File: config.mk
export PLATFORM = sky130hd
export DESIGN_NAME = uart_cmd_link_flat
export DESIGN_NICKNAME = d
export VERILOG_FILES = /design/src/rtl/uart_cmd_link_if.sv /design/src/rtl/uart_cmd_link.sv /design/src/flat_wrapper.sv
export SDC_FILE = /design/constraint.sdc
export NUM_CORES = 1
export LEC_CHECK = 0
export ABC_CLOCK_PERIOD_IN_PS = 2040
export BUFFER_PORTS_ARGS = -buffer_cell sky130_fd_sc_hd__clkbuf_2
export CAP_MARGIN = 5
export CORE_UTILIZATION = 25
export DETAILED_ROUTE_END_ITERATION = 12
export GPL_ROUTABILITY_DRIVEN = 1
export MAX_ROUTING_LAYER = met4
export PLACE_DENSITY = 0.42
export SYNTH_ARGS = -nofsm -noshare
export SYNTH_HDL_FRONTEND = slang
export SYNTH_SLANG_ARGS = --single-unit
File: constraint.sdc
create_clock -name clk -period 2.04 [get_ports clk]
set_input_delay 0.306 -clock clk [delete_from_list [all_inputs] [get_ports clk]]
set_output_delay 0.306 -clock clk [all_outputs]
set_load 0.02 [all_outputs]
File: src/rtl/uart_cmd_link_if.sv
// Command-side bundle between the SPWM/sync controller (master) and uart_cmd_link (slave).
interface uart_cmd_link_if #(
  parameter int unsigned ADDR_W = 2
) ();
  logic              cmd_valid;
  logic              cmd_ready;
  logic [3:0]        cmd_code;
  logic [ADDR_W-1:0] cmd_addr;
  logic              cmd_bcast;
  logic              done;
  logic              fail;
  logic [1:0]        retries_used;

  modport master (
    output cmd_valid, cmd_code, cmd_addr, cmd_bcast,
    input  cmd_ready, done, fail, retries_used
  );

  modport slave (
    input  cmd_valid, cmd_code, cmd_addr, cmd_bcast,
    output cmd_ready, done, fail, retries_used
  );
endinterface

File: src/rtl/uart_cmd_link.sv
// Sends a header + command byte over uart_tx, waits for an ACK from uart_rx with timeout,
// and retransmits up to MAX_RETRY times. Broadcast commands skip the ACK wait.
module uart_cmd_link #(
  parameter int unsigned ADDR_W      = 2,
  parameter int unsigned ACK_TIMEOUT = 4800,
  parameter int unsigned MAX_RETRY   = 3,
  parameter logic [7:0]  ACK_BYTE    = 8'h3C,
  parameter logic [7:0]  NACK_BYTE   = 8'hC3,
  parameter int unsigned USE_HAMMING = 1
) (
  input  logic       clk,
  input  logic       reset,
  uart_cmd_link_if.slave cmd,
  output logic       start_tx,
  output logic [7:0] data_to_tx,
  input  logic       tx_busy,
  input  logic [7:0] data_received,
  input  logic       rx_done,
  input  logic       parity_error
);

  localparam int unsigned TimerW = $clog2(ACK_TIMEOUT + 1);

  typedef enum logic [3:0] {
    StIdle, StSendHdr, StWaitHdr, StSendCmd, StWaitCmd, StWaitAck, StRetry, StDone, StFail
  } state_e;

  state_e            state_q, state_d;
  logic [3:0]        code_q, code_d;
  logic [ADDR_W-1:0] addr_q, addr_d;
  logic              bcast_q, bcast_d;
  logic [7:0]        data_q, data_d;
  logic [TimerW-1:0] timer_q, timer_d;
  logic [1:0]        retry_q, retry_d;
  logic [1:0]        used_q, used_d;
  logic              busy_q;
  logic              tx_fall;
  logic              cmd_ready, done, fail;
  logic [7:0]        cmd_byte;

  function automatic logic [6:0] hamming74(input logic [3:0] d);
    logic p1, p2, p3;
    p1 = d[0] ^ d[1] ^ d[3];
    p2 = d[0] ^ d[2] ^ d[3];
    p3 = d[1] ^ d[2] ^ d[3];
    return {d[3], d[2], d[1], p3, d[0], p2, p1};
  endfunction

  function automatic logic [7:0] header(input logic [ADDR_W-1:0] a);
    return {4'hA, 4'(a)};
  endfunction

  assign cmd_byte = (USE_HAMMING != 0) ? {1'b1, hamming74(code_q)} : {4'h0, code_q};
  // Registered busy gives a clean falling-edge strobe marking the end of each byte.
  assign tx_fall  = busy_q & ~tx_busy;

  always_comb begin
    state_d   = state_q;
    code_d    = code_q;
    addr_d    = addr_q;
    bcast_d   = bcast_q;
    data_d    = data_q;
    timer_d   = timer_q;
    retry_d   = retry_q;
    used_d    = used_q;
    cmd_ready = 1'b0;
    start_tx  = 1'b0;
    done      = 1'b0;
    fail      = 1'b0;
    unique case (state_q)
      StIdle: begin
        cmd_ready = 1'b1;
        if (cmd.cmd_valid) begin
          code_d  = cmd.cmd_code;
          addr_d  = cmd.cmd_addr;
          bcast_d = cmd.cmd_bcast;
          retry_d = 2'd0;
          used_d  = 2'd0;
          data_d  = header(cmd.cmd_addr);
          state_d = StSendHdr;
        end
      end
      StSendHdr: begin
        start_tx = 1'b1;
        state_d  = StWaitHdr;
      end
      StWaitHdr: begin
        if (tx_fall) begin
          data_d  = cmd_byte;
          state_d = StSendCmd;
        end
      end
      StSendCmd: begin
        start_tx = 1'b1;
        state_d  = StWaitCmd;
      end
      StWaitCmd: begin
        if (tx_fall) begin
          timer_d = '0;
          state_d = bcast_q ? StDone : StWaitAck;
        end
      end
      StWaitAck: begin
        timer_d = timer_q + 1'b1;
        // A reply landing on the timeout cycle still counts.
        if (rx_done) begin
          state_d = (!parity_error && data_received == ACK_BYTE) ? StDone : StRetry;
        end else if (timer_q == TimerW'(ACK_TIMEOUT - 1)) begin
          state_d = StRetry;
        end
      end
      StRetry: begin
        if (retry_q < 2'(MAX_RETRY)) begin
          retry_d = retry_q + 2'd1;
          data_d  = header(addr_q);
          state_d = StSendHdr;
        end else begin
          state_d = StFail;
        end
      end
      StDone: begin
        done    = 1'b1;
        used_d  = retry_q;
        state_d = StIdle;
      end
      StFail: begin
        fail    = 1'b1;
        used_d  = retry_q;
        state_d = StIdle;
      end
      default: state_d = StIdle;
    endcase
  end

  always_ff @(posedge clk or negedge reset) begin
    if (!reset) begin
      state_q <= StIdle;
      code_q  <= '0;
      addr_q  <= '0;
      bcast_q <= 1'b0;
      data_q  <= '0;
      timer_q <= '0;
      retry_q <= '0;
      used_q  <= '0;
      busy_q  <= 1'b0;
    end else begin
      state_q <= state_d;
      code_q  <= code_d;
      addr_q  <= addr_d;
      bcast_q <= bcast_d;
      data_q  <= data_d;
      timer_q <= timer_d;
      retry_q <= retry_d;
      used_q  <= used_d;
      busy_q  <= tx_busy;
    end
  end

  assign data_to_tx       = data_q;
  assign cmd.cmd_ready    = cmd_ready;
  assign cmd.done         = done;
  assign cmd.fail         = fail;
  assign cmd.retries_used = used_q;

  // NACK needs no decode of its own: any non-ACK reply retries.
  logic unused_nack;
  assign unused_nack = ^NACK_BYTE;

endmodule

File: src/flat_wrapper.sv
// flat-port wrapper written by rule: the top's interface ports become plain ports
module uart_cmd_link_flat 
#(
  parameter int unsigned ADDR_W      = 2,
  parameter int unsigned ACK_TIMEOUT = 4800,
  parameter int unsigned MAX_RETRY   = 3,
  parameter logic [7:0]  ACK_BYTE    = 8'h3C,
  parameter logic [7:0]  NACK_BYTE   = 8'hC3,
  parameter int unsigned USE_HAMMING = 1
)
  (clk, reset, start_tx, data_to_tx, tx_busy, data_received, rx_done, parity_error, cmd_cmd_valid, cmd_cmd_code, cmd_cmd_addr, cmd_cmd_bcast, cmd_cmd_ready, cmd_done, cmd_fail, cmd_retries_used);
  uart_cmd_link_if #(.ADDR_W(ADDR_W)) cmd_i ();
  input  logic clk;
  input  logic reset;
  output logic start_tx;
  output logic [7:0] data_to_tx;
  input  logic tx_busy;
  input  logic [7:0] data_received;
  input  logic rx_done;
  input  logic parity_error;
  input wire logic [$bits(cmd_i.cmd_valid)-1:0] cmd_cmd_valid;
  input wire logic [$bits(cmd_i.cmd_code)-1:0] cmd_cmd_code;
  input wire logic [$bits(cmd_i.cmd_addr)-1:0] cmd_cmd_addr;
  input wire logic [$bits(cmd_i.cmd_bcast)-1:0] cmd_cmd_bcast;
  output wire logic [$bits(cmd_i.cmd_ready)-1:0] cmd_cmd_ready;
  output wire logic [$bits(cmd_i.done)-1:0] cmd_done;
  output wire logic [$bits(cmd_i.fail)-1:0] cmd_fail;
  output wire logic [$bits(cmd_i.retries_used)-1:0] cmd_retries_used;
  assign cmd_i.cmd_valid = cmd_cmd_valid;
  assign cmd_i.cmd_code = cmd_cmd_code;
  assign cmd_i.cmd_addr = cmd_cmd_addr;
  assign cmd_i.cmd_bcast = cmd_cmd_bcast;
  assign cmd_cmd_ready = cmd_i.cmd_ready;
  assign cmd_done = cmd_i.done;
  assign cmd_fail = cmd_i.fail;
  assign cmd_retries_used = cmd_i.retries_used;
  uart_cmd_link #(.ADDR_W(ADDR_W), .ACK_TIMEOUT(ACK_TIMEOUT), .MAX_RETRY(MAX_RETRY), .ACK_BYTE(ACK_BYTE), .NACK_BYTE(NACK_BYTE), .USE_HAMMING(USE_HAMMING)) u_core (.clk(clk), .reset(reset), .cmd(cmd_i), .start_tx(start_tx), .data_to_tx(data_to_tx), .tx_busy(tx_busy), .data_received(data_received), .rx_done(rx_done), .parity_error(parity_error));
endmodule
==> summary.md, run 1 <==
## Run status
• completed — result of the run

## Layout
• 0.269 — share of final-layout standard cells stronger than drive strength 1
• 257 — count of nets after finishing
• sky130_fd_sc_hd__dfrtp_1 (37), sky130_fd_sc_hd__clkbuf_2 (34), sky130_fd_sc_hd__nand2_1 (16) — top library cells by usage in the layout, fill and taps aside
• 0.00238 sq mm — final standard cell area without fillers
• sky130_fd_sc_hd__dfrtp_1 — most common cell after layout, fill and taps aside
• 22.9% — Area growth syn-to-layout
• 333 — number of cells in the finished layout apart from fillers
• 0 — Ant. Diodes

## Clocking
• 0.29 ns — worst skew pair latency
• 37 — clk sink count
• yes — clock tree from TritonCTS
• 2 — Longest Clk Path Bufs
• 5 — number of buffers added by the clock tree synthesis step
• 0 — post-CTS setup buffer count
• sky130_fd_sc_hd__clkbuf_8 — Root Driver
• 2 — number of H-tree levels
• 0 — Hold-fix buffers, CTS
• 0.08 ns — Reg clk slew, reported paths

## Worst setup path
• sky130_fd_sc_hd__dfrtp_1 — worst-path cell with the longest stage delay
• 0.16 ns — Reg2Reg Setup Slack
• flip-flop — CP startpoint kind
• 2.09 ns — arrival time at the worst endpoint
• 5 — largest fanout on the critical path
• 2.25 ns — required time of the critical path
• flip-flop — endpoint class of the critical path
• u_core.retry_q[0] — Critical Path Source
• ha_1 -> nand2b_1 -> a211oi_1 -> o221a_1 -> buf_4 -> mux2i_1 — CP Cell Sequence
• 0.41 ns — Crit path largest cell delay
• reg -> reg — critical path class
• u_core.retry_q[0] — startpoint of the most critical register-to-register path

## Floorplanning
• 31 — num rows
• 0.00737 sq mm — core area
• 0.263 — starting density of the core
• 90.0 microns — vertical die dimension
• 0.00810 sq mm — floorplan die area
• 35 — I/O pin count
• 90.0 microns — width of the die

## Yosys
• 1.00 — share of flip-flops with an asynchronous set or reset
• sky130_fd_sc_hd__dfrtp_1 (48%), sky130_fd_sc_hd__mux2i_1 (5.2%), sky130_fd_sc_hd__o21ai_0 (3.9%) — largest cells by area after synthesis
• 190 — count of mapped cells out of synthesis
• 0.478 — sequential element share of the synthesized area
• 10.2 sq um — mean instance size in the synthesized netlist
• sky130_fd_sc_hd__dfrtp_1 — library cell with the largest summed area after synthesis
• 49 — number of distinct standard cells referenced by the synthesized netlist
• 0 — number of enable-type register cells in the synthesized netlist
• 213 — Syn Nets
• 37 — number of flip-flops and latches in the synthesized netlist
• 0.00194 sq mm — area of the mapped netlist
• 0.478 — portion of synthesized cell area occupied by the leading cell type
• sky130_fd_sc_hd__dfrtp_1 — leading register cell type out of synthesis
• 0 — number of synthesis warnings

## STA
• 0.533 GHz — maximum operating frequency
• 1.88 ns — Period minus WS final
• 0 — max-slew violation count
• no — RSZ-0062 raised after global routing
• 0 ns — final setup TNS
• 0.920 — Tcrit/Tclk final
• 0.664 — relative slew slack
• 0.505 ns — Worst Tran Pin Value
• 0.00487 ns — worst clock skew
• 0 — # setup viols final
• 0.164 ns — PnR worst setup slack
• 0 — hold violation count in the final report
• 0.0734 ns — worst hold slack

## Hold path
• in -> async — classification of the worst-slack hold path

## Drt
• 13.5 microns — detail-routed net length per standard cell
• 4 — TritonRoute pass-1 iters
• 4.48 — via density per instance
• 78 — iteration-0 DRC count of the detailed router
• 1492 — via count of the routed design
• 0 — DRC Markers
• 0 — ANT nets after route
• 4500 microns — wire length reported by the detailed router

## Global routing
• 1561 — number of global-route vias before repair
• 0 — Remaining Overflow, GRT
• 7790 microns — wire length of the first global-routing pass
• 38 — largest net degree at the start of global routing
• 0 — antenna violations before repair
• 0.125 — total global routing track utilization

## Pwr
• 0.00111 uW — leakage power total
• 0.460 mV — largest vdd supply drop
• 1390 mW/mm^2 — PwrDens

## Placed design
• 3290 microns — detailed-placement wirelength estimate
• 34 — count of buffers inserted at the top-level ports
• 0.144 ns — Worst Setup Slack post-DPL
• 0.754 — routability-driven placement congestion ratio
• 326 — Inst Count DP
• 0.00229 sq mm — post-placement cell area

## Job
• 0 — maxcap violations

[layout make-up]
class                           count  area [sq um]
Clock buffer                        7          86.3
Fill cell                         784          4990
Inverter                           10          37.5
Multi-Input combinational cell    134           933
Sequential cell                    37           926
Tap cell                           99           124
Timing Repair Buffer               46           273
[sequential cells by signal, indices dropped and copies added, names as in the netlist]
signal                   cells
u_core.addr_q                2
u_core.bcast_q               1
u_core.busy_q                1
u_core.cmd.retries_used      2
u_core.code_q                4
u_core.data_to_tx            8
u_core.retry_q               2
u_core.state_q               4
u_core.timer_q              13
[critical path: cells and delay by family (launching register included)]
family                     cells  cell delay (ns)
AOI/OAI and AO/OA              2             0.62
DFF                            1             0.41
buffers and inverters          1             0.20
muxes                          1             0.18
adders and majority gates      1             0.24
and+or+nand+nor                1             0.15
[kinds of logic after synthesis]
group / share of synthesized area
and+or+nand+nor: 0.197
muxes: 0.122
adders and majority gates: 0.0129
buffers and inverters: 0.0427
xor gates and xnor gates: 0.0226
AOI/OAI and AO/OA: 0.125
DFF: 0.478
[per-layer routing]
layer | part of all wire | wire [microns] | up-vias | track usage
met5 | 0 | 0 | - | -
met4 | 0.014 | 63 | 0 | 0.0403
met3 | 0.046 | 208 | 5 | 0.0296
met2 | 0.44 | 2000 | 37 | 0.187
met1 | 0.49 | 2220 | 688 | 0.166
li1 | - | - | 762 | -
[metrics by stage]
stage               power [uW]   util
floorplan                 2330      -
global placement          2820  0.310
detailed placement        2820  0.310
CTS                       3370  0.322
global route              3600  0.323
finish                    3310  0.323
[path summary, 6_finish.rpt]
| check | to | cells after the start |
|---|---|---|
| worst max-delay path | u_core.data_to_tx[6] | 6 |
| worst min-delay path | u_core.timer_q[10] | 2 |
| worst max register to register | u_core.data_to_tx[6] | 6 |
| worst min register to register | u_core.data_to_tx[7] | 1 |
| max in group asynchronous | u_core.code_q[0] | 2 |
| min in group clk | u_core.busy_q | 1 |
[repair_timing]
action                                  in CTS  in global routing
endpoints found under the setup margin       0                  1
endpoints found under the hold margin        0                  0
gates resized for setup                      0                  1
[power by group]
part | internal, uW | switching, uW
logic | 727 | 742
clock network | 268 | 261
registers | 1020 | 298
[Yosys cell counts, types with 2 or more instances]
library cell / count
sky130_fd_sc_hd__xnor2_1: 2
sky130_fd_sc_hd__ha_1: 2
sky130_fd_sc_hd__mux2_2: 2
sky130_fd_sc_hd__nor3_1: 3
sky130_fd_sc_hd__mux2_4: 3
sky130_fd_sc_hd__o31ai_1: 2
sky130_fd_sc_hd__and3_1: 4
sky130_fd_sc_hd__nor2_1: 12
sky130_fd_sc_hd__nand2_1: 16
sky130_fd_sc_hd__nand4_1: 2
sky130_fd_sc_hd__nor2b_1: 3
sky130_fd_sc_hd__o211ai_1: 2
sky130_fd_sc_hd__o21ai_0: 15
sky130_fd_sc_hd__a21oi_1: 2
sky130_fd_sc_hd__a22o_1: 2
sky130_fd_sc_hd__a31oi_1: 3
sky130_fd_sc_hd__mux2_1: 6
sky130_fd_sc_hd__nand2b_1: 2
sky130_fd_sc_hd__clkbuf_1: 2
sky130_fd_sc_hd__nand3_1: 11
sky130_fd_sc_hd__inv_1: 10
sky130_fd_sc_hd__nor4_1: 3
sky130_fd_sc_hd__and2_1: 3
sky130_fd_sc_hd__xor2_1: 3
sky130_fd_sc_hd__mux2i_1: 10
sky130_fd_sc_hd__buf_2: 6
sky130_fd_sc_hd__dfrtp_1: 37
Note: power is estimated with default switching activity, not from simulation.
==> inputs of run 2 (changes only) <==
MAX_ROUTING_LAYER = unset   (was met4)
==> run 2 against run 1 <==
Compared with the run above: via count unchanged; hold slack about the same; setup slack about the same; sequential power about the same; die area unchanged; final cell count unchanged.
==> summary.md, run 2 (same netlist as run 1, synthesis figures left out) <==
## Clocking
• 2 — number of H-tree levels, unchanged
• 0.29 ns — worst skew pair latency, about the same
• 0.08 ns — Reg clk slew, reported paths, about the same
• 5 — number of buffers added by the clock tree synthesis step, unchanged
• 37 — clk sink count, unchanged
• sky130_fd_sc_hd__clkbuf_8 — Root Driver, unchanged
• 2 — Longest Clk Path Bufs, unchanged
• yes — clock tree from TritonCTS, unchanged

## Pwr
• 0.392 — switching power as a share of total power, about the same
• 2010 uW — Cell Int Power, unchanged
• 0.460 mV — largest vdd supply drop, about the same
• 0.160 — clock network power share, about the same
• 1390 mW/mm^2 — PwrDens, about the same
• 3310 uW — sum of internal, switching and leakage power, about the same
• 0.443 — proportion of power drawn by combinational gates, about the same
• 1300 uW — switching power, about the same
• 0.397 — register share of total power, about the same
• 0.00111 uW — leakage power total, unchanged

## Layout
• 0 — Ant. Diodes, unchanged
• 0.269 — share of final-layout standard cells stronger than drive strength 1, unchanged
• 784 — filler instances, unchanged
• sky130_fd_sc_hd__dfrtp_1 (37), sky130_fd_sc_hd__clkbuf_2 (34), sky130_fd_sc_hd__nand2_1 (16) — top library cells by usage in the layout, fill and taps aside, unchanged
• u_core.timer_q — register ranked first by flip-flop count, unchanged
• 257 — count of nets after finishing, unchanged
• 933 sq um — total area of multi-input combinational cells, unchanged
• 0.00238 sq mm — final standard cell area without fillers, unchanged
• 926 sq um — sequential cell area in the final layout, unchanged
• 22.9% — Area growth syn-to-layout, unchanged
• 13 — flip-flop count of the largest register after layout, unchanged
• sky130_fd_sc_hd__dfrtp_1 — most common cell after layout, fill and taps aside, unchanged

## Worst setup path
• 6 — cell depth of the worst flop-to-flop path, unchanged
• 0.16 ns — Reg2Reg Setup Slack, about the same
• sky130_fd_sc_hd__dfrtp_1 — worst-path cell with the longest stage delay, unchanged
• u_core.data_to_tx[6] — end of the worst register-to-register path, unchanged
• 2.25 ns — required time of the critical path, about the same
• 2.09 ns — arrival time at the worst endpoint, about the same
• 1 — combined buffer and inverter count along the critical path, unchanged
• u_core.data_to_tx[6] — crit path capture, unchanged
• flip-flop — endpoint class of the critical path, unchanged
• 6 — CP Depth, unchanged
• u_core.retry_q[0] — startpoint of the most critical register-to-register path, unchanged
• compound AO/OA/AOI/OAI gates — largest delay contributor family on the critical path, unchanged
• 5 — largest fanout on the critical path, unchanged
• flip-flop — CP startpoint kind, unchanged
• 0.41 ns — Crit path largest cell delay, about the same
• ha_1 -> nand2b_1 -> a211oi_1 -> o221a_1 -> buf_4 -> mux2i_1 — CP Cell Sequence, unchanged
• reg -> reg — critical path class, unchanged
• u_core.retry_q[0] — Critical Path Source, unchanged

## Floorplanning
• 0.00737 sq mm — core area, unchanged
• 0.00810 sq mm — floorplan die area, unchanged
• 90.0 microns — width of the die, unchanged
• 35 — I/O pin count, unchanged
• 0.263 — starting density of the core, unchanged
• 90.0 microns — vertical die dimension, unchanged
• 31 — num rows, unchanged

## Drt
• 0 — ANT nets after route, unchanged
• 0 — DRC Markers, unchanged
• 13.5 microns — detail-routed net length per standard cell, about the same
• 4 — TritonRoute pass-1 iters, unchanged
• 4.48 — via density per instance, unchanged
• 1492 — via count of the routed design, unchanged
• 4500 microns — wire length reported by the detailed router, about the same
• 78 — iteration-0 DRC count of the detailed router, unchanged

## STA
• 1.88 ns — Period minus WS final, about the same
• 0 — hold violation count in the final report, unchanged
• 0.164 ns — PnR worst setup slack, about the same
• 0 — # setup viols final, unchanged
• no — RSZ-0062 raised after global routing, unchanged
• 0.920 — Tcrit/Tclk final, about the same
• 0.533 GHz — maximum operating frequency, unchanged
• 0.00487 ns — worst clock skew, about the same
• 0.504 ns — Worst Tran Pin Value, was 0.505 ns
• 0.664 — relative slew slack, about the same
• 0 ns — final setup TNS, unchanged
• 0 — max-slew violation count, unchanged

## Global routing
• 7780 microns — wire length of the first global-routing pass, was 7790 microns
• 0.121 — total global routing track utilization, was 0.125
• 0 — antenna violations before repair, unchanged
• 1562 — number of global-route vias before repair, was 1561
• 38 — largest net degree at the start of global routing, unchanged
• 0 — Remaining Overflow, GRT, unchanged

## Placed design
• 0.144 ns — Worst Setup Slack post-DPL, unchanged
• 34 — count of buffers inserted at the top-level ports, unchanged
• 0.744 — routability-driven placement congestion ratio, was 0.754
• 0.00229 sq mm — post-placement cell area, unchanged
• 3290 microns — detailed-placement wirelength estimate, unchanged

## Job
• 0 — maxcap violations, unchanged

## Hold path
• in -> async — classification of the worst-slack hold path, unchanged

## Run status
• completed — result of the run, unchanged

==> run 2: cell counts in the layout (fill, tap and decap cells not counted) <==
No cell type changed its count.
==> run 2: area by class of cell <==
| class | instances | share of cell area |
|---|---|---|
| multi-input cells | 134 | 0.392 |
| inverters | 10 | 0.0158 |
| repair buffers | 46 | 0.115 |
| clock buffers | 7 | 0.0363 |
| well taps | 99 | 0.0521 |
| flip-flops and latches | 37 | 0.389 |
==> run 2: power groups by stage <==
stage	sequential, uW	clock, uW	combinational, uW
global placement	1330	0	1490
floorplan	1320	0	1010
detailed placement	1320	0	1500
finish	1320	530	1470
global route	1360	586	1650
CTS	1320	551	1500
==> run 2: stage by stage <==
step / cells / hold slack [ns] / utilization
after detailed placement: 326 / 0.396 / 0.310
after global routing: 333 / 0.115 / 0.323
after global placement: 326 / 0.395 / 0.310
after floorplan: 190 / 0.0104 / -
final: 333 / 0.0732 / 0.323
after CTS: 333 / 0.0897 / 0.322
==> run 2: how the worst min path moves through the flow <==
stage               start            endpoint
floorplan           reset    u_core.addr_q[0]
global placement    reset   u_core.timer_q[7]
detailed placement  reset   u_core.timer_q[7]
CTS                 reset   u_core.timer_q[8]
global route        reset  u_core.timer_q[10]
finish              reset  u_core.timer_q[10]
==> run 2: timing repair <==
| item | 4_1_cts | 5_1_grt |
|---|---|---|
| setup buffers | 0 | 0 |
| setup endpoints to repair | 0 | 1 |
| gates resized for setup | 0 | 1 |
| hold buffers | 0 | 0 |
==> run 2: worst reg2reg max path, delay by kind of cell, from the launching register on <==
kind | cells | cell delay, ns
AOI/OAI and AO/OA | 2 | 0.62
DFF | 1 | 0.41
adders and majority gates | 1 | 0.24
buffers and inverters | 1 | 0.20
muxes | 1 | 0.18
and+or+nand+nor | 1 | 0.15
==> run 2: routing by layer <==
metal	track usage	up-vias	wire [microns]
met5	0	-	0
met4	0.0403	0	60
met3	0.0296	5	212
met2	0.187	37	2000
met1	0.166	688	2220
li1	-	762	-
==> inputs of run 3 (changes only) <==
CORE_MARGIN = 2   (was unset)
CTS_CLUSTER_SIZE = 24   (was unset)
==> run 3 against run 2 <==
Compared with the run above: register-to-register slack better by 0.03 ns; cell area up 0.79%; via count increased by 3.4%; global-route usage fell by 0.99 points; utilization is 0.76 points lower; combinational power about the same.
==> summary.md, run 3 (same netlist as run 1, synthesis figures left out) <==
## Placed design
• 0.0215 ns — Worst Setup Slack post-DPL, was 0.144 ns
• 34 — count of buffers inserted at the top-level ports, unchanged
• 3330 microns — detailed-placement wirelength estimate, was 3290 microns
• 0.698 — routability-driven placement congestion ratio, was 0.744
• 330 — Inst Count DP, was 326

## Hold path
• 1 — worst hold path stage count
• in -> reg — classification of the worst-slack hold path, was in -> async

## Worst setup path
• cmd_fail — crit path capture, was u_core.data_to_tx[6]
• 1.73 ns — required time of the critical path, was 2.25 ns
• reg -> out — critical path class, was reg -> reg
• 1.63 ns — arrival time at the worst endpoint, was 2.09 ns
• u_core.data_to_tx[1] — end of the worst register-to-register path, was u_core.data_to_tx[6]
• 5 — cell depth of the worst flop-to-flop path, was 6
• u_core.retry_q[0] — startpoint of the most critical register-to-register path, unchanged
• sky130_fd_sc_hd__dfrtp_1 — worst-path cell with the longest stage delay, unchanged
• 12 — largest fanout on the critical path, was 5
• primary output — endpoint class of the critical path, was flip-flop
• 0.51 ns — Crit path largest cell delay, was 0.41 ns
• 0.19 ns — Reg2Reg Setup Slack, was 0.16 ns
• buf_4 -> nor4b_1 -> clkbuf_2 — CP Cell Sequence, was ha_1 -> nand2b_1 -> a211oi_1 -> o221a_1 -> buf_4 -> mux2i_1
• flip-flop — CP startpoint kind, unchanged
• u_core.state_q[2] — Critical Path Source, was u_core.retry_q[0]

## Floorplanning
• 0.254 — starting density of the core, was 0.263
• 92.0 microns — vertical die dimension, was 90.0 microns
• 92.0 microns — width of the die, was 90.0 microns
• 35 — I/O pin count, unchanged
• 0.00846 sq mm — floorplan die area, was 0.00810 sq mm
• 0.00761 sq mm — core area, was 0.00737 sq mm
• 32 — num rows, was 31

## Drt
• 2010 microns — met2 wire len, was 2000 microns
• 34 — iteration-0 DRC count of the detailed router, was 78
• 4420 microns — wire length reported by the detailed router, was 4500 microns
• 13.0 microns — detail-routed net length per standard cell, was 13.5 microns
• 4.55 — via density per instance, was 4.48
• 2250 microns — WL met1, was 2220 microns
• met3 — max layer used, was met4
• 4 — TritonRoute pass-1 iters, unchanged
• 155 microns — routed length on met3, was 212 microns
• 0 — DRC Markers, unchanged
• 0 — ANT nets after route, unchanged
• 1542 — via count of the routed design, was 1492

## Clocking
• 0.30 ns — worst skew pair latency, was 0.29 ns
• 5 — number of buffers added by the clock tree synthesis step, unchanged
• yes — clock tree from TritonCTS, unchanged
• 2 — number of H-tree levels, unchanged
• 2 — Longest Clk Path Bufs, unchanged
• sky130_fd_sc_hd__clkbuf_8 — Root Driver, unchanged
• 37 — clk sink count, unchanged
• 0 — post-CTS setup buffer count, unchanged
• 0.08 ns — Reg clk slew, reported paths, about the same

## Pwr
• 3280 uW — sum of internal, switching and leakage power, was 3310 uW
• 0.481 mV — largest vdd supply drop, was 0.460 mV
• 1370 mW/mm^2 — PwrDens, was 1390 mW/mm^2
• 0.00112 uW — leakage power total, was 0.00111 uW

## Layout
• 23.9% — Area growth syn-to-layout, was 22.9%
• 0.278 — share of final-layout standard cells stronger than drive strength 1, was 0.269
• sky130_fd_sc_hd__dfrtp_1 (37), sky130_fd_sc_hd__clkbuf_2 (34), sky130_fd_sc_hd__nand2_1 (16) — top library cells by usage in the layout, fill and taps aside, unchanged
• 339 — number of cells in the finished layout apart from fillers, was 333
• 259 — count of nets after finishing, was 257
• 13 — flip-flop count of the largest register after layout, unchanged
• sky130_fd_sc_hd__dfrtp_1 — most common cell after layout, fill and taps aside, unchanged
• 0.315 — post-route core utilization, was 0.323
• u_core.timer_q — register ranked first by flip-flop count, unchanged
• 0 — Ant. Diodes, unchanged

## STA
• 0 — max-slew violation count, unchanged
• 0.107 ns — PnR worst setup slack, was 0.164 ns
• 0 — # setup viols final, unchanged
• 0.947 — Tcrit/Tclk final, was 0.920
• 0.665 — relative slew slack, was 0.664
• 0.00901 ns — worst clock skew, was 0.00487 ns
• no — RSZ-0062 raised after global routing, unchanged
• 1.93 ns — Period minus WS final, was 1.88 ns
• 0.502 ns — Worst Tran Pin Value, was 0.504 ns
• 0 — hold violation count in the final report, unchanged
• 0 ns — final setup TNS, unchanged
• 0.517 GHz — maximum operating frequency, was 0.533 GHz

## Run status
• completed — result of the run, unchanged

## Global routing
• 1546 — number of global-route vias before repair, was 1562
• 21 — largest net degree at the start of global routing, was 38
• 0.111 — total global routing track utilization, was 0.121
• 7390 microns — wire length of the first global-routing pass, was 7780 microns
• 0 — Remaining Overflow, GRT, unchanged
• 0 — antenna violations before repair, unchanged

## Job
• 0 — maxcap violations, unchanged

[run 3: cell types whose count changed in the layout (fill, tap and decap cells not counted), sizes merged]
cell         before  now
dlygate4sd3       0    1
clkinv            0    1
clkbuf           41   39
buf              12   13
clkinvlp          0    1
inv              10   11
[run 3: worst min path at each step]
stage / startpoint / endpoint / slack, ns
floorplan: reset / u_core.addr_q[0] / 0.01
global placement: reset / u_core.timer_q[6] / 0.30
detailed placement: reset / u_core.timer_q[6] / 0.31
CTS: tx_busy / u_core.busy_q / 0.13
global route: tx_busy / u_core.busy_q / 0.13
finish: tx_busy / u_core.busy_q / 0.13
[run 3: worst max-delay path: cells and delay by family (launching register included)]
kind / cells / cell delay [ns]
buf+inv: 2 / 0.45
flops: 1 / 0.51
simple gates: 1 / 0.37
[run 3: per-layer routing]
layer | GRT usage | vias to the layer above
met5 | 0 | -
met4 | 0.0299 | 0
met3 | 0.0312 | 0
met2 | 0.176 | 26
met1 | 0.150 | 745
li1 | - | 771
[run 3: through the flow]
step,area [sq um],hold WS (ns)
2_1_floorplan,1940,0.0104
3_3_place_gp,2300,0.304
3_5_place_dp,2300,0.308
4_1_cts,2400,0.125
5_1_grt,2400,0.132
6_report,2400,0.135
[run 3: final cells by class]
| cell class | count | area, sq um |
|---|---|---|
| multi-input combinational | 134 | 927 |
| fill | 832 | 5210 |
| tap | 102 | 128 |
| sequential | 37 | 926 |
| timing repair buffer | 48 | 290 |
| clock inverter | 3 | 21.3 |
| clock buffer | 5 | 68.8 |
| inverter | 10 | 37.5 |
[run 3: power by group]
part	internal (uW)	switching, uW	leakage, uW
combinational	703	747	0.000605
clock	243	291	0.0000445
sequential	1020	278	0.000468
[run 3: repair_timing]
item	CTS	global route
hold endpoints to repair	17	0
hold buffers	1	0
gates resized for setup	0	1
setup endpoints to repair	0	5
